## src/rtl/decoder_stage_controller.sv

```systemverilog
`default_nettype none
// ============================================================================
// Module   : decoder_stage_controller
// Brief    : Stage sequencer for the union-find decoding array. It steps
//            through LOAD, repeated GROW/MERGE rounds, PEELING and RESULT.
//            DECODER_STAGE_CYCLE_COUNT_EN enables the decode latency counter.
// Revision : 1.0 - initial release
// ============================================================================
module decoder_stage_controller #(
   parameter  int MAX_ITERATIONS      = 16,
   parameter  int MERGE_SETTLE_CYCLES = 3,
   parameter  int ITER_WIDTH          = 8,
   localparam int STAGE_WIDTH         = 3
) (
   input  logic                   clk,
   input  logic                   reset,
   input  logic                   meas_valid,
   output logic                   meas_ready,
   input  logic                   busy_any,
   input  logic                   odd_cluster_any,
   input  logic                   peel_done_all,
   input  logic                   result_ready,
   output logic [STAGE_WIDTH-1:0] global_stage,
   output logic                   result_valid,
   output logic [ITER_WIDTH-1:0]  iteration_count,
   output logic                   iteration_overflow,
   output logic [31:0]            decode_cycles
);

   localparam int                      SETTLE_WIDTH  = $clog2(MERGE_SETTLE_CYCLES + 1);
   localparam logic [SETTLE_WIDTH-1:0] SETTLE_TARGET = SETTLE_WIDTH'(MERGE_SETTLE_CYCLES);
   localparam logic [SETTLE_WIDTH-1:0] SETTLE_ONE    = SETTLE_WIDTH'(1);
   localparam logic [ITER_WIDTH-1:0]   ITER_LIMIT    = ITER_WIDTH'(MAX_ITERATIONS);
   localparam logic [ITER_WIDTH-1:0]   ITER_ONE      = ITER_WIDTH'(1);
   localparam logic [ITER_WIDTH-1:0]   ITER_SAT      = '1;

   typedef enum logic [STAGE_WIDTH-1:0] {
      ST_IDLE         = 3'd0,
      ST_MEAS_LOAD    = 3'd1,
      ST_GROW         = 3'd2,
      ST_MERGE        = 3'd3,
      ST_PEELING      = 3'd4,
      ST_RESULT_VALID = 3'd5
   } stage_t;

   stage_t                  r_stage;
   stage_t                  w_stage_next;
   logic [SETTLE_WIDTH-1:0] r_settle_cnt;
   logic [SETTLE_WIDTH-1:0] w_settle_next;
   logic [SETTLE_WIDTH-1:0] w_settle_inc;
   logic [ITER_WIDTH-1:0]   r_iter_cnt;
   logic [ITER_WIDTH-1:0]   w_iter_next;
   logic                    r_overflow;
   logic                    w_overflow_next;
   logic                    r_peel_armed;
   logic                    r_meas_ready;
   logic                    r_result_valid;

   assign w_settle_inc = r_settle_cnt + SETTLE_ONE;

   always_comb begin
      w_stage_next    = r_stage;
      w_settle_next   = '0;
      w_iter_next     = r_iter_cnt;
      w_overflow_next = r_overflow;
      case (r_stage)
         ST_IDLE: begin
            if (meas_valid) begin
               w_stage_next    = ST_MEAS_LOAD;
               w_iter_next     = '0;
               w_overflow_next = 1'b0;
            end
         end
         ST_MEAS_LOAD: begin
            w_stage_next = ST_GROW;
         end
         ST_GROW: begin
            if (r_iter_cnt != ITER_SAT) begin
               w_iter_next = r_iter_cnt + ITER_ONE;
            end
            w_stage_next = ST_MERGE;
         end
         ST_MERGE: begin
            // Any busy cycle restarts the settle window; odd_cluster_any is
            // only trusted once the OR-tree has been quiet long enough.
            if (!busy_any) begin
               w_settle_next = w_settle_inc;
               if (w_settle_inc >= SETTLE_TARGET) begin
                  w_settle_next = '0;
                  if (!odd_cluster_any) begin
                     w_stage_next = ST_PEELING;
                  end else if (r_iter_cnt < ITER_LIMIT) begin
                     w_stage_next = ST_GROW;
                  end else begin
                     w_overflow_next = 1'b1;
                     w_stage_next    = ST_PEELING;
                  end
               end
            end
         end
         ST_PEELING: begin
            if (r_peel_armed && peel_done_all) begin
               w_stage_next = ST_RESULT_VALID;
            end
         end
         ST_RESULT_VALID: begin
            if (result_ready) begin
               w_stage_next = ST_IDLE;
            end
         end
         default: begin
            w_stage_next = ST_IDLE;
         end
      endcase
   end

   always_ff @(posedge clk) begin
      if (reset) begin
         r_stage        <= ST_IDLE;
         r_settle_cnt   <= '0;
         r_iter_cnt     <= '0;
         r_overflow     <= 1'b0;
         r_peel_armed   <= 1'b0;
         r_meas_ready   <= 1'b1;
         r_result_valid <= 1'b0;
      end else begin
         r_stage        <= w_stage_next;
         r_settle_cnt   <= w_settle_next;
         r_iter_cnt     <= w_iter_next;
         r_overflow     <= w_overflow_next;
         // Stale peel_done_all from a previous syndrome is masked on entry.
         r_peel_armed   <= (r_stage == ST_PEELING) && (w_stage_next == ST_PEELING);
         r_meas_ready   <= (w_stage_next == ST_IDLE);
         r_result_valid <= (w_stage_next == ST_RESULT_VALID);
      end
   end

`ifdef DECODER_STAGE_CYCLE_COUNT_EN
   logic [31:0] r_decode_cycles;
   logic        w_accept;
   logic        w_counting;

   assign w_accept   = (r_stage == ST_IDLE) && meas_valid;
   assign w_counting = (r_stage == ST_MEAS_LOAD) || (r_stage == ST_GROW) ||
                       (r_stage == ST_MERGE)     || (r_stage == ST_PEELING);

   always_ff @(posedge clk) begin
      if (reset) begin
         r_decode_cycles <= 32'd0;
      end else if (w_accept) begin
         r_decode_cycles <= 32'd0;
      end else if (w_counting && (r_decode_cycles != 32'hFFFF_FFFF)) begin
         r_decode_cycles <= r_decode_cycles + 32'd1;
      end
   end

   assign decode_cycles = r_decode_cycles;
`else
   assign decode_cycles = 32'd0;
`endif

   assign global_stage       = r_stage;
   assign meas_ready         = r_meas_ready;
   assign result_valid       = r_result_valid;
   assign iteration_count    = r_iter_cnt;
   assign iteration_overflow = r_overflow;

endmodule
`default_nettype wire

```

## config.mk

```make
export PLATFORM = sky130hd
export DESIGN_NAME = decoder_stage_controller
export DESIGN_NICKNAME = d
export VERILOG_FILES = /design/src/rtl/decoder_stage_controller.sv
export SDC_FILE = /design/constraint.sdc
export NUM_CORES = 1
export LEC_CHECK = 0
export CORE_ASPECT_RATIO = 0.75
export CORE_MARGIN = 1
export CORE_UTILIZATION = 43
export DETAILED_ROUTE_END_ITERATION = 10
export HOLD_SLACK_MARGIN = 0.03
export PLACE_DENSITY = 0.85
export SLEW_MARGIN = 0
export SYNTH_ARGS = -nofsm -noshare
export SYNTH_HDL_FRONTEND = slang
export SYNTH_SLANG_ARGS = --single-unit
export TNS_END_PERCENT = 20
```

## constraint.sdc

```tcl
create_clock -name clk -period 4.54 [get_ports clk]
set_input_delay 0.681 -clock clk [delete_from_list [all_inputs] [get_ports clk]]
set_output_delay 0.681 -clock clk [all_outputs]
set_load 0.05 [all_outputs]
```

## Yosys cells after proc, flatten, opt, wreduce, memory -nomap -nowiden

Cells that the tools add are included.
W data, S select, Z words.

- Bits in registers: 17
- Bits of input ports: 7
- Logic and storage cells: 52
- Output and inout bits: 46

- Mux-type cells: 17
- $add $sub $neg: 2
- Order comparisons: 2
- Eq/ne operators: 14
- Bitwise logic cells: 1
- Reductions and logical operators: 9

Operators with widths:

| cell | count |
|---|---|
| $mux W3 | 7 |
| $pmux W3 S6 | 1 |
| $mux W8 | 2 |
| $pmux W8 S2 | 1 |
| $eq A3 B3 Y1 const B | 4 |
| $ne A2 B2 Y1 const B | 6 |
| $add A8 B1 Y8 const B | 1 |
| $lt A8 B5 Y1 const B | 1 |
| $ne A8 B8 Y1 const B | 1 |
| $eq A3 B2 Y1 const B | 2 |
| $logic_not A3 Y1 | 2 |
| $reduce_and A6 Y1 | 1 |
| $mux W1 | 5 |
| $reduce_bool A2 Y1 | 2 |
| $reduce_or A4 Y1 | 1 |
| $eq A3 B1 Y1 const B | 1 |
| $reduce_and A3 Y1 | 1 |
| $add A2 B1 Y2 const B | 1 |
| $ge A2 B2 Y1 const B | 1 |
| $logic_and A1 B1 Y1 | 2 |
| $pmux W1 S2 | 1 |
| $not A1 Y1 | 1 |

## Longest topological paths before layout

Gate-level depths: netlist of run 1.

- Word-level depth: 8
- Gate-level depth with buffers: 6
- Depth with buffers taken out: 6

## Worst setup path before layout of run 1

OpenSTA, ideal clock, no wires.

- Path kind: reg2reg
- From: register r_stage[1], in the netlist global_stage[1]
- To: register r_iter_cnt[7], in the netlist iteration_count[7]
- Setup time: 0.070 ns
- Path slack: 2.557 ns
- Clock period less this slack: 1.983 ns
- Buffers on the path: 1
- Data required time: 4.470 ns
- Stages on the path, launching flop included: 6
- Arrival: 1.913 ns
- Cell sequence: dfxtp_1 -> buf_2 -> nor2_1 -> or3_4 -> or4_1 -> a21oi_1

- Word-level cells in the longest chain between the ends: 3
- Elaborated cells on any way between the ends: 7
- Classes of those cells: eq/ne (3); mux (1); reduce/logical (3)

RTL lines:

| item | line | RTL |
|---|---|---|
| start: declaration | 46 | `stage_t r_stage;` |
| start signal: assignment | 127 | `r_stage <= w_stage_next;` |
| $eq A3 B2 Y1 / $logic_not A3 Y1 (equally long branches) | 66 | `case (r_stage)` |
| $ne A2 B2 Y1 (no line) / $reduce_bool A2 Y1 (equally long branches) | - |  |
| $reduce_and A3 Y1 (no line) | - |  |
| end signal: assignment | 129 | `r_iter_cnt <= w_iter_next;` |
| end: declaration | 51 | `logic [ITER_WIDTH-1:0] r_iter_cnt;` |

Parallel ways exist; a longest one is shown, timed or not.
A chain may end at the register's enable or synchronous reset.

## Final worst setup path of run 1

- From: register r_stage[1], in the netlist global_stage[1]
- To: output global_stage[1]

RTL lines:

| item | line | RTL |
|---|---|---|
| end: declaration | 23 | `output logic [STAGE_WIDTH-1:0] global_stage,` |

No word-level cell between the ends.

==> impl_metrics.toml, run 1 <==
[run_status]
status = "complete, no violations"

[power_and_ir_drop]
p_comb_share_pct = 30.1
pwr-share-clk_pct = 24.1
p_int_uw = 205.5
ir_drop_mv = 0.09583
p_seq_share_pct = 45.8
p_per_area_nw_per_um2 = 292.0
leakagePower_uw = 0.0004461
switching_share_pct = 40.48
p_sw_uw = 139.7

[sta]
tightest_slew_ns = 0.4985
slew_headroom_pct = 66.66
final-setup-viol-count = 0
fin_tns_setup_ns = 0
rsz0062_at_grt = "no"
maxSlewViolCount = 0
fmax_mhz = 421.6
finalClockSkew_ns = 0.005857
fin_crit_ns = 2.372
hold_viol = 0
timing.final.crit_share_pct = 52.24
fin_hold_ws_ns = 0.4263

[detailed_routing]
routed_wl_mm = 2.034
viasPerCell = 4.978
num_vias = 896
drt_iter0_markers = 29
postRouteAntennaNets = 0
dr.pass1.iters = 4
wl_per_cell_um = 11.30
remaining_drc_errors = 0

[global_route]
first_global_vias = 741
grt_use_met1_pct = 20.35
grt_use_met3_pct = 1.719
busiest_layer = "met2"
grt-ovfl-total = 0
grt_util_met2_pct = 28.54
grt_pass1_wl_mm = 3.249
antenna_found_initial = 0
grt_util_all_layers_pct = 16.44
grt_max_degree = 14

[synthesis]
synth_seq_cells = 17
syn_area_per_cell_um2 = 8.270
yosysWarnings = 0
synthArstFlopShare_pct = 0
synthCells = 128
synth-edff-count = 0
yosysUniqueCellTypes = 37
synth-seq-area-share_pct = 32.15
synthFlopType = "dfxtp_1"
netlist_area_um2 = 1059

[clock_network]
worstSkewPairLatency_ns = 0.29
cts.sinks = 17
holdBufCountCts = 0
h-tree-depth = 1
cts_root_buffer = "clkbuf_4"
postCtsSetupRepairBufs = 0
cts_max_path_buffers = 2
cts_buffers = 3
post_cts_resized = 0
clk_pin_slew_worst_paths_ns = 0.10
cts_tree = "done"

[placed_design]
io_buffers = 20
gp_congestion = 0.8658
hpwl_mm = 1.556
placedCellCount = 176

[die]
die_w_um = 59.29
initial_utilization_pct = 45.85
dieArea_um2 = 2666
core-area_um2 = 2308
num_io_pins = 53
die-height_um = 44.97
rows = 15

[critical_path]
crit_type = "reg -> out"
critPathTopFamily = "buffers and inverters"
crit_chain = "clkdlybuf4s50_1"
startpoint_type = "register"
end_kind = "primary output"
r2r_setup_slack_ns = 2.66
critPathMaxStageDelay_ns = 0.87
worstPathMaxFanout = 11
cpMaxStageDelayCell = "clkdlybuf4s50_1"
critPathBufInv = 1
cp.arrival_ns = 1.69
cp.required_ns = 3.86

[job]
drv_cap = 0

[layout]
final_cell_mix = "conb_1, clkdlybuf4s50_1, dfxtp_1"
synthToLayoutAreaGrowth_pct = 11.70
fillers = 222
antenna_cells = 0
post-route-util_pct = 51.22
drive_gt1_share_pct = 6.164
mostFrequentLayoutCell = "conb_1"
num-nets-final = 156
finalNonFillerCells = 180

[worst_hold_path]
hp-class = "reg -> reg"
[flip-flops by register name, summed over array words and instances, names as in the netlist]
register	count
iteration_count	8
global_stage	3
r_settle_cnt	2
iteration_overflow	1
meas_ready	1
r_peel_armed	1
result_valid	1
[power by group through the flow]
stage / logic, µW / registers (µW) / clock network (µW)
floorplan: 98.1 / 172 / 0
global placement: 102 / 161 / 0
detailed placement: 103 / 161 / 0
CTS: 103 / 158 / 81.3
global route: 109 / 159 / 87.2
finish: 104 / 158 / 83.2
[final timing paths]
| kind | start | end | depth (start not counted) |
|---|---|---|---|
| worst min-delay path | r_settle_cnt[0] | r_settle_cnt[0] | 1 |
| worst min register to register | r_settle_cnt[0] | r_settle_cnt[0] | 1 |
| worst max register to register | global_stage[2] | iteration_count[5] | 4 |
| worst max-delay path | global_stage[1] | global_stage[1] | 1 |
[per-stage QoR]
| step | setup WS, ns | instance area [µm²] | power (µW) |
|---|---|---|---|
| after floorplan | 2.557 | 1175 | 270.0 |
| after global routing | 2.145 | 1182 | 354.8 |
| final | 2.168 | 1182 | 345.2 |
| after CTS | 2.179 | 1182 | 342.7 |
| after global placement | 2.211 | 1156 | 263.0 |
| after detailed placement | 2.144 | 1156 | 264.4 |
[logic make-up (layout without fill, tap and decap cells)]
group	after synthesis	after routing	share of synthesized area [%]
AND/OR/NAND/NOR	45	45	25.77
buffers and inverters	40	27	25.77
AO/OA/AOI/OAI	22	22	12.53
flip-flops	17	17	32.15
adder cells (fa/ha/maj)	2	2	2.364
other	1	32	0.3543
multiplexers	1	1	1.064
[routing by layer]
metal / up-vias / routed length (µm)
met5: - / 0
met2: 47 / 957
li1: 427 / -
met1: 415 / 899
met3: 7 / 124
met4: 0 / 53
[synthesized netlist by cell type (2+ instances only)]
cell type  count  area share [%]
buf_4         32              23
dfxtp_1       17              32
nor2_1        11             3.9
a21oi_1        9             4.3
o21ai_0        5             2.4
o31ai_1        4             2.8
or4_1          4             2.8
clkbuf_1       3             1.1
inv_1          3             1.1
nand2_1        3             1.1
nand3_1        3             1.4
nand4_1        3             1.8
and4_1         2             1.7
buf_2          2            0.95
ha_1           2             2.4
nor3_1         2            0.95
nor4_1         2             1.2
or2_0          2             1.2
[final cells by class]
type / count / area (µm²) / share of cell area (%)
Timing Repair Buffer: 20 / 200.2 / 16.93
Multi-Input combinational cell: 102 / 561.8 / 47.51
Tap cell: 34 / 42.54 / 3.598
Inverter: 3 / 11.26 / 0.9524
Clock buffer: 4 / 26.28 / 2.222
Sequential cell: 17 / 340.3 / 28.78
Note: power is estimated with default switching activity, not from simulation.
==> inputs of run 2 (changes only) <==
- CORE_UTILIZATION: 43 -> 40
- PLACE_DENSITY: 0.85 -> 0.8
- clock period: 4.54 -> 2.4 ns (I/O delays scaled with it)
==> run 2 against run 1 <==
Net effect:
- hold slack worse by 0.0049 ns
- critical path depth did not move
- sequential share of layout area hardly changed
- wire length down 2.4%
- via count down 2.2%
- sequential power grew 90%
- non-clock buffer count unchanged
- clock power is 87% higher
- clock skew about the same
- combinational power rose by 88%
- die area increased by 7.2%
- critical endpoint unchanged
- highest routed layer unchanged
==> impl_metrics.toml, run 2 (synthesized netlist as in run 1, its figures left out) <==
[run_status]
status = "complete, no violations"

[die]
dieArea_um2 = 2858
die-height_um = 46.55
num_io_pins = 53
initial_utilization_pct = 44.06
core-area_um2 = 2402
die_w_um = 61.40
rows = 15

[clock_network]
cts_root_buffer = "clkbuf_4"
post_cts_resized = 0
cts_buffers = 3
h-tree-depth = 1
worstSkewPairLatency_ns = 0.30
cts.sinks = 17
cts_max_path_buffers = 2
holdBufCountCts = 0
clk_pin_slew_worst_paths_ns = 0.10
cts_tree = "done"
postCtsSetupRepairBufs = 0

[detailed_routing]
remaining_drc_errors = 0
postRouteAntennaNets = 0
viasPerCell = 4.867
dr.pass1.iters = 4
num_vias = 876
wl_per_cell_um = 11.03
routed_wl_mm = 1.985
drt_iter0_markers = 14

[global_route]
grt_pass1_wl_mm = 3.249
grt_use_met3_pct = 5.618
grt_use_met1_pct = 19.32
grt_util_met2_pct = 25.65
grt_util_all_layers_pct = 16.19
busiest_layer = "met2"
grt-ovfl-total = 0
grt_max_degree = 14
first_global_vias = 745
antenna_found_initial = 0

[critical_path]
cp.required_ns = 2.04
critical_path_depth = 1
crit_type = "reg -> out"
cpMaxStageDelayCell = "clkdlybuf4s50_1"
end_kind = "primary output"
r2r_setup_slack_ns = 0.55
r2r_end = "iteration_count[7]"
worstPathMaxFanout = 11
critPathMaxStageDelay_ns = 0.87
startpoint = "global_stage[1]"
cp.arrival_ns = 1.70
reg2reg_depth = 4
critPathTopFamily = "buffers and inverters"
r2r-start = "global_stage[0]"
startpoint_type = "register"
critPathBufInv = 1
crit_chain = "clkdlybuf4s50_1"

[worst_hold_path]
hold_start = "r_settle_cnt[0]"
holdPathStages = 1
hp-class = "reg -> reg"
hold-path-endpoint = "r_settle_cnt[0]"

[sta]
finalClockSkew_ns = 0.006022
timing.final.crit_share_pct = 85.82
slew_headroom_pct = 64.02
final-setup-viol-count = 0
hold_viol = 0
fmax_mhz = 485.5
maxSlewViolCount = 0
worst_slack_ns = 0.3403
fin_tns_setup_ns = 0
rsz0062_at_grt = "no"
tightest_slew_ns = 0.5380
fin_crit_ns = 2.060

[layout]
num-nets-final = 156
drive_gt1_share_pct = 6.849
post-route-util_pct = 49.27
final_area_um2 = 1184
mostFrequentLayoutCell = "conb_1"
synthToLayoutAreaGrowth_pct = 11.82
finalNonFillerCells = 180
final_cell_mix = "conb_1, clkdlybuf4s50_1, dfxtp_1"
antenna_cells = 0
fillers = 242
largest_register_ff_count = 8

[placed_design]
io_buffers = 20
dp_slack_ns = 0.3340
placedCellCount = 176
hpwl_mm = 1.524
placed_cell_area_um2 = 1156
gp_congestion = 0.8562

[power_and_ir_drop]
p_per_area_nw_per_um2 = 550.3
ir_drop_mv = 0.2363
leakagePower_uw = 0.0004488

[job]
drv_cap = 0
==> run 2: metrics by stage <==
stage / power [µW] / hold slack (ns)
after global routing: 681.9 / 0.4629
after detailed placement: 499.9 / 0.4044
after floorplan: 510.8 / 0.3925
final: 651.4 / 0.4215
after global placement: 498.1 / 0.3996
after CTS: 651.1 / 0.4182
==> run 2: worst max path at each step <==
stage	endpoint
3_5_place_dp	iteration_count[7]
3_3_place_gp	iteration_count[7]
2_1_floorplan	iteration_count[7]
4_1_cts	global_stage[1]
6_report	global_stage[1]
5_1_grt	global_stage[1]
==> run 2: routing by layer <==
metal / part of all wire (%) / vias to the layer above
li1: - / 430
met1: 46 / 406
met2: 46 / 34
met3: 4.7 / 6
met4: 3.2 / 0
met5: 0 / -
==> run 2: layout make-up <==
type,instances,area (µm²),share of cell area (%)
multi-input combinational,102,561.8,47.46
sequential,17,340.3,28.75
timing repair buffer,20,200.2,16.91
tap,34,42.54,3.594
clock buffer,3,22.52,1.903
inverter,3,11.26,0.9514
clock inverter,1,5.005,0.4228
==> run 2: power by group <==
part           total (µW)  switching, µW  internal [µW]
registers             300           10.6            289
logic                 195            161           34.7
clock network         156           94.1           62.2
total                 651            265            386
